### src/rtl/uart_word_packer.sv
// Packs the UART receiver's byte strobes into 32-bit words on a valid/ready output.
// Partial words are discarded after an idle timeout. Dropped words are counted in DropCnt.
module uart_word_packer #(
    parameter int unsigned BIG_ENDIAN     = 1,
    parameter int unsigned TIMEOUT_CYCLES = 52000,
    parameter int unsigned CNT_W          = 16
) (
    input  logic        Clk,
    input  logic        Rst,
    input  logic [7:0]  RxData,
    input  logic        RxValid,
    output logic [31:0] Word,
    output logic        WordValid,
    input  logic        WordReady,
    output logic [1:0]  ByteCnt,
    output logic        Overrun,
    output logic        Timeout,
    output logic [7:0]  DropCnt
);

    localparam bit TO_EN = (TIMEOUT_CYCLES != 0);
    localparam logic [CNT_W-1:0] TO_LAST =
        CNT_W'((TIMEOUT_CYCLES == 0) ? 0 : TIMEOUT_CYCLES - 1);
    localparam logic [CNT_W-1:0] CNT_ONE = {{(CNT_W-1){1'b0}}, 1'b1};

    logic [31:0]      asm_q, asm_d, asm_shift;
    logic [1:0]       byte_cnt_q, byte_cnt_d;
    logic [31:0]      word_q, word_d;
    logic             word_valid_q, word_valid_d;
    logic             overrun_q, overrun_d;
    logic             timeout_q, timeout_d;
    logic [7:0]       drop_cnt_q, drop_cnt_d;
    logic [CNT_W-1:0] to_cnt_q, to_cnt_d;
    logic             commit, load, xfer;

    always_comb begin
        asm_shift = (BIG_ENDIAN != 0) ? {asm_q[23:0], RxData} : {RxData, asm_q[31:8]};
        commit    = RxValid && (byte_cnt_q == 2'd3);
        xfer      = word_valid_q && WordReady;
        // An accepting consumer frees the output slot in the same cycle: no bubble.
        load      = commit && (!word_valid_q || WordReady);
        overrun_d = commit && !load;
        timeout_d = TO_EN && (byte_cnt_q != 2'd0) && !RxValid && (to_cnt_q == TO_LAST);

        asm_d      = asm_q;
        byte_cnt_d = byte_cnt_q;
        if (RxValid) begin
            asm_d      = asm_shift;
            byte_cnt_d = byte_cnt_q + 2'd1;
        end else if (timeout_d) begin
            asm_d      = '0;
            byte_cnt_d = 2'd0;
        end

        if (RxValid || (byte_cnt_q == 2'd0) || timeout_d) begin
            to_cnt_d = '0;
        end else begin
            to_cnt_d = to_cnt_q + CNT_ONE;
        end

        word_d       = word_q;
        word_valid_d = word_valid_q;
        if (load) begin
            word_d       = asm_shift;
            word_valid_d = 1'b1;
        end else if (xfer) begin
            word_valid_d = 1'b0;
        end

        drop_cnt_d = drop_cnt_q;
        if ((overrun_d || timeout_d) && (drop_cnt_q != 8'hFF)) begin
            drop_cnt_d = drop_cnt_q + 8'd1;
        end
    end

    always_ff @(posedge Clk or posedge Rst) begin
        if (Rst) begin
            asm_q        <= '0;
            byte_cnt_q   <= 2'd0;
            word_q       <= '0;
            word_valid_q <= 1'b0;
            overrun_q    <= 1'b0;
            timeout_q    <= 1'b0;
            drop_cnt_q   <= 8'd0;
            to_cnt_q     <= '0;
        end else begin
            asm_q        <= asm_d;
            byte_cnt_q   <= byte_cnt_d;
            word_q       <= word_d;
            word_valid_q <= word_valid_d;
            overrun_q    <= overrun_d;
            timeout_q    <= timeout_d;
            drop_cnt_q   <= drop_cnt_d;
            to_cnt_q     <= to_cnt_d;
        end
    end

    assign Word      = word_q;
    assign WordValid = word_valid_q;
    assign ByteCnt   = byte_cnt_q;
    assign Overrun   = overrun_q;
    assign Timeout   = timeout_q;
    assign DropCnt   = drop_cnt_q;

endmodule

### config.mk
export PLATFORM = sky130hd
export DESIGN_NAME = uart_word_packer
export DESIGN_NICKNAME = d
export VERILOG_FILES = /design/src/rtl/uart_word_packer.sv
export SDC_FILE = /design/constraint.sdc
export NUM_CORES = 1
export LEC_CHECK = 0
export CAP_MARGIN = 20
export CORE_ASPECT_RATIO = 0.7
export CORE_MARGIN = 2
export CORE_UTILIZATION = 53
export CTS_CLUSTER_DIAMETER = 50
export DETAILED_ROUTE_END_ITERATION = 10
export GPL_TIMING_DRIVEN = 0
export PLACE_DENSITY = 0.79
export SLEW_MARGIN = 20
export SYNTH_ARGS = -nofsm -noshare
export SYNTH_HDL_FRONTEND = slang
export SYNTH_SLANG_ARGS = --single-unit
export TNS_END_PERCENT = 20
### constraint.sdc
create_clock -name Clk -period 4.3 [get_ports Clk]
set_input_delay 1.29 -clock Clk [delete_from_list [all_inputs] [get_ports Clk]]
set_output_delay 1.29 -clock Clk [all_outputs]
set_load 0.02 [all_outputs]
==> results.py, run 1 <==
metrics = {
    "hold_path": {
        "min_path_type": "flip-flop to flip-flop",
        "hold_start": "to_cnt_q[0]$_DFF_PP0_",
        "holdPathEnd": "to_cnt_q[0]$_DFF_PP0_",
        "hold_depth": 1,
    },
    "cts": {
        "htree_levels": 3,
        "post_cts_buffers": 0,
        "cts.repair.resized": 0,
        "cts_tree": "yes",
        "cts.sinks": 85,
        "cts_buffer_depth": 2,
        "cts_root_buffer": "clkbuf_8",
        "clk_latency_ns": 0.36,
        "cts.clk_slew.worst_paths_ns": 0.08,
        "ctsHoldBuffers": 0,
        "numCtsBuffers": 9,
    },
    "die": {
        "dieArea_sq_mm": 0.00737,
        "ioPinCount": 57,
        "initial_utilization": 0.559,
        "num_rows": 24,
        "die-height_um": 72.4,
        "core_area_sq_mm": 0.00634,
        "die_width_um": 102,
    },
    "power_and_ir_drop": {
        "switchingPower_uw": 819,
        "clkPwrFrac": 0.245,
        "p_per_area_mw_per_mm2": 583,
        "power_frac_seq": 0.428,
        "combinationalPowerShare": 0.327,
        "vdd_drop_max_v": 0.000324,
        "p_leak_uw": 0.00200,
        "p_int_uw": 1790,
        "sw_frac_of_total": 0.314,
    },
    "synth": {
        "yosys_register_bits": 85,
        "synth-async-reset-ratio": 1.00,
        "syn_area_sq_mm": 0.00354,
        "synth_top_area_frac": 0.600,
        "ys.warnings.count": 0,
        "synth.top_cells.by_count": "dfrtp_1 (85), nand2_1 (61), mux2_2 (32), o21ai_0 (20), nor2_1 (19)",
        "synth_area_leader_cell": "dfrtp_1",
        "synth_edf_count": 0,
        "synthesis.nets": 331,
        "seq_area_frac_synth": 0.600,
        "avgSynthCellArea_sq_um": 11.3,
        "netlist_instances": 315,
        "synth_cell_types": 35,
        "yosys-top-cells-area": "dfrtp_1 (60%), mux2_2 (10%), nand2_1 (6.5%)",
        "ys.flop_type": "dfrtp_1",
        "post-synth-top-count-cell": "dfrtp_1",
    },
    "sta": {
        "max_freq_ghz": 0.366,
        "period_share": 0.636,
        "whs_ns": 0.477,
        "hold_viol_final": 0,
        "slew_violations": 0,
        "tightest_slew_ns": 0.521,
        "rsz0062_at_grt": "false",
        "setup_viol": 0,
        "clock_skew_ns": 0.00580,
        "max-slew-margin-rel": 0.653,
        "fin_crit_ns": 2.73,
        "finalWorstSetupSlack_ns": 1.57,
    },
    "layout": {
        "fin_area_sq_mm": 0.00447,
        "nets": 398,
        "drive_above_1_share": 0.158,
        "fill_cells": 471,
        "seq_area_sq_mm": 0.00213,
        "multi_input_area_sq_mm": 0.00132,
        "num_antenna_cells": 0,
        "fin_util": 0.706,
        "syn2layout_area_growth_pct": 26.1,
        "instances_no_fill": 478,
    },
    "routing": {
        "num_vias": 2526,
        "drc": 0,
        "wl_per_cell_um": 15.0,
        "drt_iter0_drc": 186,
        "antenna_left": 0,
        "dr.pass1.iters": 4,
        "via_per_inst": 5.28,
        "routed_wl_um": 7150,
    },
    "setup_path": {
        "reg2regPathDepth": 7,
        "cp_max_fo": 6,
        "cpPeakStageDelay_ns": 0.64,
        "critical_path_class": "flip-flop to primary output",
        "path_delay_family": "buffers and inverters",
        "slowest_stage": "clkdlybuf4s50_1",
        "crit_chain": "clkdlybuf4s50_1",
        "endpoint_kind": "primary output",
        "reg2reg_to": "asm_q[7]$_DFFE_PP0P_",
        "reg2reg_slack_ns": 2.33,
        "cp.buffers_inverters": 1,
        "r2r_start": "to_cnt_q[0]$_DFF_PP0_",
        "startpoint_type": "flip-flop",
        "critPathArrivalTime_ns": 1.44,
        "required_ns": 3.01,
    },
    "global_route": {
        "grt-ovfl-total": 0,
        "grt_use_total": 0.221,
        "antenna_found_initial": 0,
        "grt_max_degree": 54,
        "grt_pass1_wl_um": 12300,
        "grt_pass1_vias": 2521,
    },
    "placement": {
        "pre_cts_slack_ns": 1.36,
        "io_buffer_count": 55,
        "hpwl_um": 4970,
        "gp_congestion": 0.800,
        "dpl_cell_area_sq_mm": 0.00424,
        "dp_cells": 462,
    },
    "flow_run": {
        "max_cap_viol_count": 0,
    },
    "run_status": {
        "outcome": "finished clean",
    },
}
## per-layer routing
metal	vias up	track usage	routed length (um)
li1	1199	-	-
met1	1241	0.326	3420
met2	77	0.311	3190
met3	9	0.0607	441
met4	0	0.0931	99
met5	-	0	0
## cell families (layout without fill, tap and decap cells)
group / after synthesis / in the layout / synth area share
adders and majority gates: 4 / 4 / 0.0141
buffers and inverters: 24 / 96 / 0.0272
DFF: 85 / 85 / 0.600
muxes: 33 / 33 / 0.105
AOI/OAI and AO/OA: 41 / 41 / 0.0642
xor gates and xnor gates: 15 / 15 / 0.0371
and+or+nand+nor: 113 / 113 / 0.152
## power by group through the flow
stage | Sequential [uW] | Clock (uW) | Combinational, uW
2_1_floorplan | 1320 | 0 | 239
3_3_place_gp | 1120 | 0 | 835
3_5_place_dp | 1130 | 0 | 859
4_1_cts | 1120 | 651 | 864
5_1_grt | 1140 | 684 | 911
6_report | 1120 | 638 | 852
## worst max-delay path by stage
stage                           startpoint                      to  slack (ns)  cells past startpoint
global route        DropCnt[3]$_DFFE_PP0P_              DropCnt[3]        1.49                      1
finish              DropCnt[3]$_DFFE_PP0P_              DropCnt[3]        1.57                      1
CTS                 DropCnt[3]$_DFFE_PP0P_              DropCnt[3]        1.56                      1
floorplan                              Rst  ByteCnt[0]$_DFFE_PP0P_        0.82                      1
detailed placement               WordReady     Word[3]$_DFFE_PP0P_        1.36                      5
global placement                       Rst     Word[0]$_DFFE_PP0P_       -0.49                      2
## sequential cells by signal, indices dropped and copies added (netlist names)
| name | flops |
|---|---|
| Word | 32 |
| asm_q | 24 |
| to_cnt_q | 16 |
| DropCnt | 8 |
| ByteCnt | 2 |
| Overrun | 1 |
| Timeout | 1 |
| WordValid | 1 |
## cell usage in the layout, fill, tap and decap left out, types with 2 or more instances in the layout
| cell | count |
|---|---|
| nor2b_1 | 2 |
| dfrtp_1 | 85 |
| inv_1 | 10 |
| a31oi_1 | 3 |
| clkbuf_8 | 10 |
| o21ai_0 | 20 |
| nor2_1 | 19 |
| buf_2 | 5 |
| mux2_2 | 32 |
| and4bb_1 | 2 |
| xor2_1 | 8 |
| nand4_1 | 2 |
| clkdlybuf4s50_1 | 55 |
| inv_6 | 2 |
| nor3_1 | 5 |
| ha_1 | 4 |
| xnor2_1 | 7 |
| nand3_1 | 6 |
| and3_1 | 4 |
| nand2_1 | 61 |
| bufinv_16 | 2 |
| a21oi_1 | 6 |
| o21ai_1 | 8 |
| clkbuf_1 | 8 |
| or3_1 | 3 |
## layout make-up
class	instances	area share
Multi-Input combinational cell	206	0.296
Buffer	13	0.0123
Timing Repair Buffer	56	0.129
Clock buffer	10	0.0308
Inverter	11	0.00980
Tap cell	91	0.0255
Sequential cell	85	0.476
Clock inverter	6	0.0210
## stage by stage
step / power (uW) / TNS (ns)
floorplan: 1560 / 0
global placement: 1960 / -41.05
detailed placement: 1990 / 0
CTS: 2630 / 0
global route: 2740 / 0
finish: 2610 / 0
Note: power is estimated with default switching activity, not from simulation.
==> inputs of run 2 (changes only) <==
- CORE_UTILIZATION: 53 -> 48
- PLACE_DENSITY: 0.79 -> 0.76
- clock period: 4.3 -> 2.3 ns (I/O delays scaled with it)
==> results.py, run 2 (synthesis results as in run 1) <==
metrics = {
    "hold_path": {
        "hold_start": "to_cnt_q[0]$_DFF_PP0_",
        "min_path_type": "flip-flop to flip-flop",
        "holdPathEnd": "to_cnt_q[0]$_DFF_PP0_",
        "hold_depth": 1,
    },
    "placement": {
        "hpwl_um": 5180,
        "pre_cts_slack_ns": -0.0672,
        "gp_congestion": 0.774,
        "io_buffer_count": 55,
        "dp_cells": 470,
    },
    "global_route": {
        "grt_pass1_vias": 2498,
        "grt_max_degree": 35,
        "antenna_found_initial": 0,
        "grt_use_total": 0.195,
        "grt-ovfl-total": 0,
        "grt_pass1_wl_um": 12400,
    },
    "cts": {
        "cts.sinks": 85,
        "post_cts_buffers": 0,
        "ctsHoldBuffers": 0,
        "cts_buffer_depth": 2,
        "cts.repair.resized": 0,
        "clk_latency_ns": 0.36,
        "cts_tree": "yes",
        "cts.clk_slew.worst_paths_ns": 0.09,
        "htree_levels": 3,
        "cts_root_buffer": "clkbuf_8",
        "numCtsBuffers": 9,
    },
    "setup_path": {
        "crit_chain": "clkdlybuf4s50_1",
        "reg2reg_to": "DropCnt[1]$_DFFE_PP0P_",
        "startpoint_type": "flip-flop",
        "cp.buffers_inverters": 1,
        "slowest_stage": "clkdlybuf4s50_1",
        "required_ns": 1.61,
        "reg2regPathDepth": 7,
        "path_delay_family": "buffers and inverters",
        "cpPeakStageDelay_ns": 0.65,
        "critPathArrivalTime_ns": 1.45,
        "critical_path_class": "flip-flop to primary output",
        "endpoint_kind": "primary output",
        "r2r_start": "ByteCnt[1]$_DFFE_PP0P_",
        "reg2reg_slack_ns": 0.37,
        "cp_max_fo": 6,
    },
    "layout": {
        "drive_above_1_share": 0.157,
        "num_antenna_cells": 0,
        "seq_area_sq_mm": 0.00213,
        "nets": 399,
        "syn2layout_area_growth_pct": 25.9,
        "fill_cells": 604,
        "largest_reg_flops": 32,
        "layout_commonest_cell": "dfrtp_1",
        "instances_no_fill": 486,
        "multi_input_area_sq_mm": 0.00132,
        "final_cell_mix": "dfrtp_1 (85), nand2_1 (61), clkdlybuf4s50_1 (55)",
    },
    "sta": {
        "rsz0062_at_grt": "false",
        "fin_crit_ns": 2.14,
        "setup_viol": 0,
        "max_freq_ghz": 0.468,
        "tightest_slew_ns": 0.504,
        "max-slew-margin-rel": 0.664,
        "slew_violations": 0,
        "hold_viol_final": 0,
        "finalWorstSetupSlack_ns": 0.162,
        "period_share": 0.930,
        "clock_skew_ns": 0.0135,
    },
    "routing": {
        "antenna_left": 0,
        "drc": 0,
        "dr.pass1.iters": 5,
        "wl_per_cell_um": 14.9,
        "via_per_inst": 5.12,
        "routed_wl_um": 7250,
        "drt_iter0_drc": 110,
        "num_vias": 2488,
    },
    "die": {
        "dieArea_sq_mm": 0.00810,
        "die_width_um": 107,
        "ioPinCount": 57,
        "die-height_um": 75.9,
        "core_area_sq_mm": 0.00722,
        "initial_utilization": 0.491,
        "num_rows": 26,
    },
    "power_and_ir_drop": {
        "p_per_area_mw_per_mm2": 1070,
        "p_leak_uw": 0.00199,
        "vdd_drop_max_v": 0.000631,
    },
    "run_status": {
        "outcome": "finished clean",
    },
    "flow_run": {
        "max_cap_viol_count": 0,
    },
}
## run 2: cell types whose count changed in the layout (fill, tap and decap cells not counted)
cell        delta
inv_6          -1
inv_4          -1
clkinv_4       -1
bufinv_16      -1
clkinv_2       +1
clkinvlp_4     +2
buf_16         -1
clkbuf_1       +1
buf_12         +2
## run 2: worst max path at each step
| stage | start | to | slack [ns] | cells past startpoint |
|---|---|---|---|---|
| finish | DropCnt[3]$_DFFE_PP0P_ | DropCnt[3] | 0.16 | 1 |
| global route | DropCnt[3]$_DFFE_PP0P_ | DropCnt[3] | 0.11 | 1 |
| detailed placement | WordReady | Word[8]$_DFFE_PP0P_ | -0.07 | 5 |
| CTS | DropCnt[3]$_DFFE_PP0P_ | DropCnt[3] | 0.14 | 1 |
| floorplan | RxValid | Word[0]$_DFFE_PP0P_ | 0.36 | 5 |
| global placement | Rst | Word[0]$_DFFE_PP0P_ | -0.27 | 2 |
## run 2: area by class of cell
class                   count  share of cell area
clock inverters             5              0.0132
plain buffers              13              0.0123
clock buffers              11              0.0317
repair buffers             57               0.132
flip-flops and latches     85               0.477
multi-input cells         206               0.296
well taps                  98              0.0275
inverters                  11              0.0101
## run 2: metrics by stage
stage          hold WS [ns]   util  cell area, sq um  total power [uW]  TNS, ns
2_1_floorplan         0.448      -              3550              2910        0
3_3_place_gp          0.469  0.585              4220              3660   -23.26
3_5_place_dp          0.487  0.590              4260              3730    -1.52
4_1_cts               0.497  0.618              4460              4800        0
5_1_grt               0.526  0.618              4460              5010        0
6_report              0.493  0.618              4460              4750        0
## run 2: per-layer routing
layer	vias up	routed length, um	GRT usage
met5	-	0	0
met4	0	58	0.0675
met3	8	375	0.0585
met2	63	3280	0.277
met1	1219	3530	0.284
li1	1198	-	-
## run 2: where the power goes
group	leakage [uW]	switching, uW	internal [uW]
Clock	0.0000959	535	534
Sequential	0.00109	231	1860
Combinational	0.000802	760	834
==> inputs of run 3 (changes only) <==
- CAP_MARGIN: 20 -> 15
==> results of run 3 <==
Same layout as run 2: the final DEF is identical, and so are final timing and power.
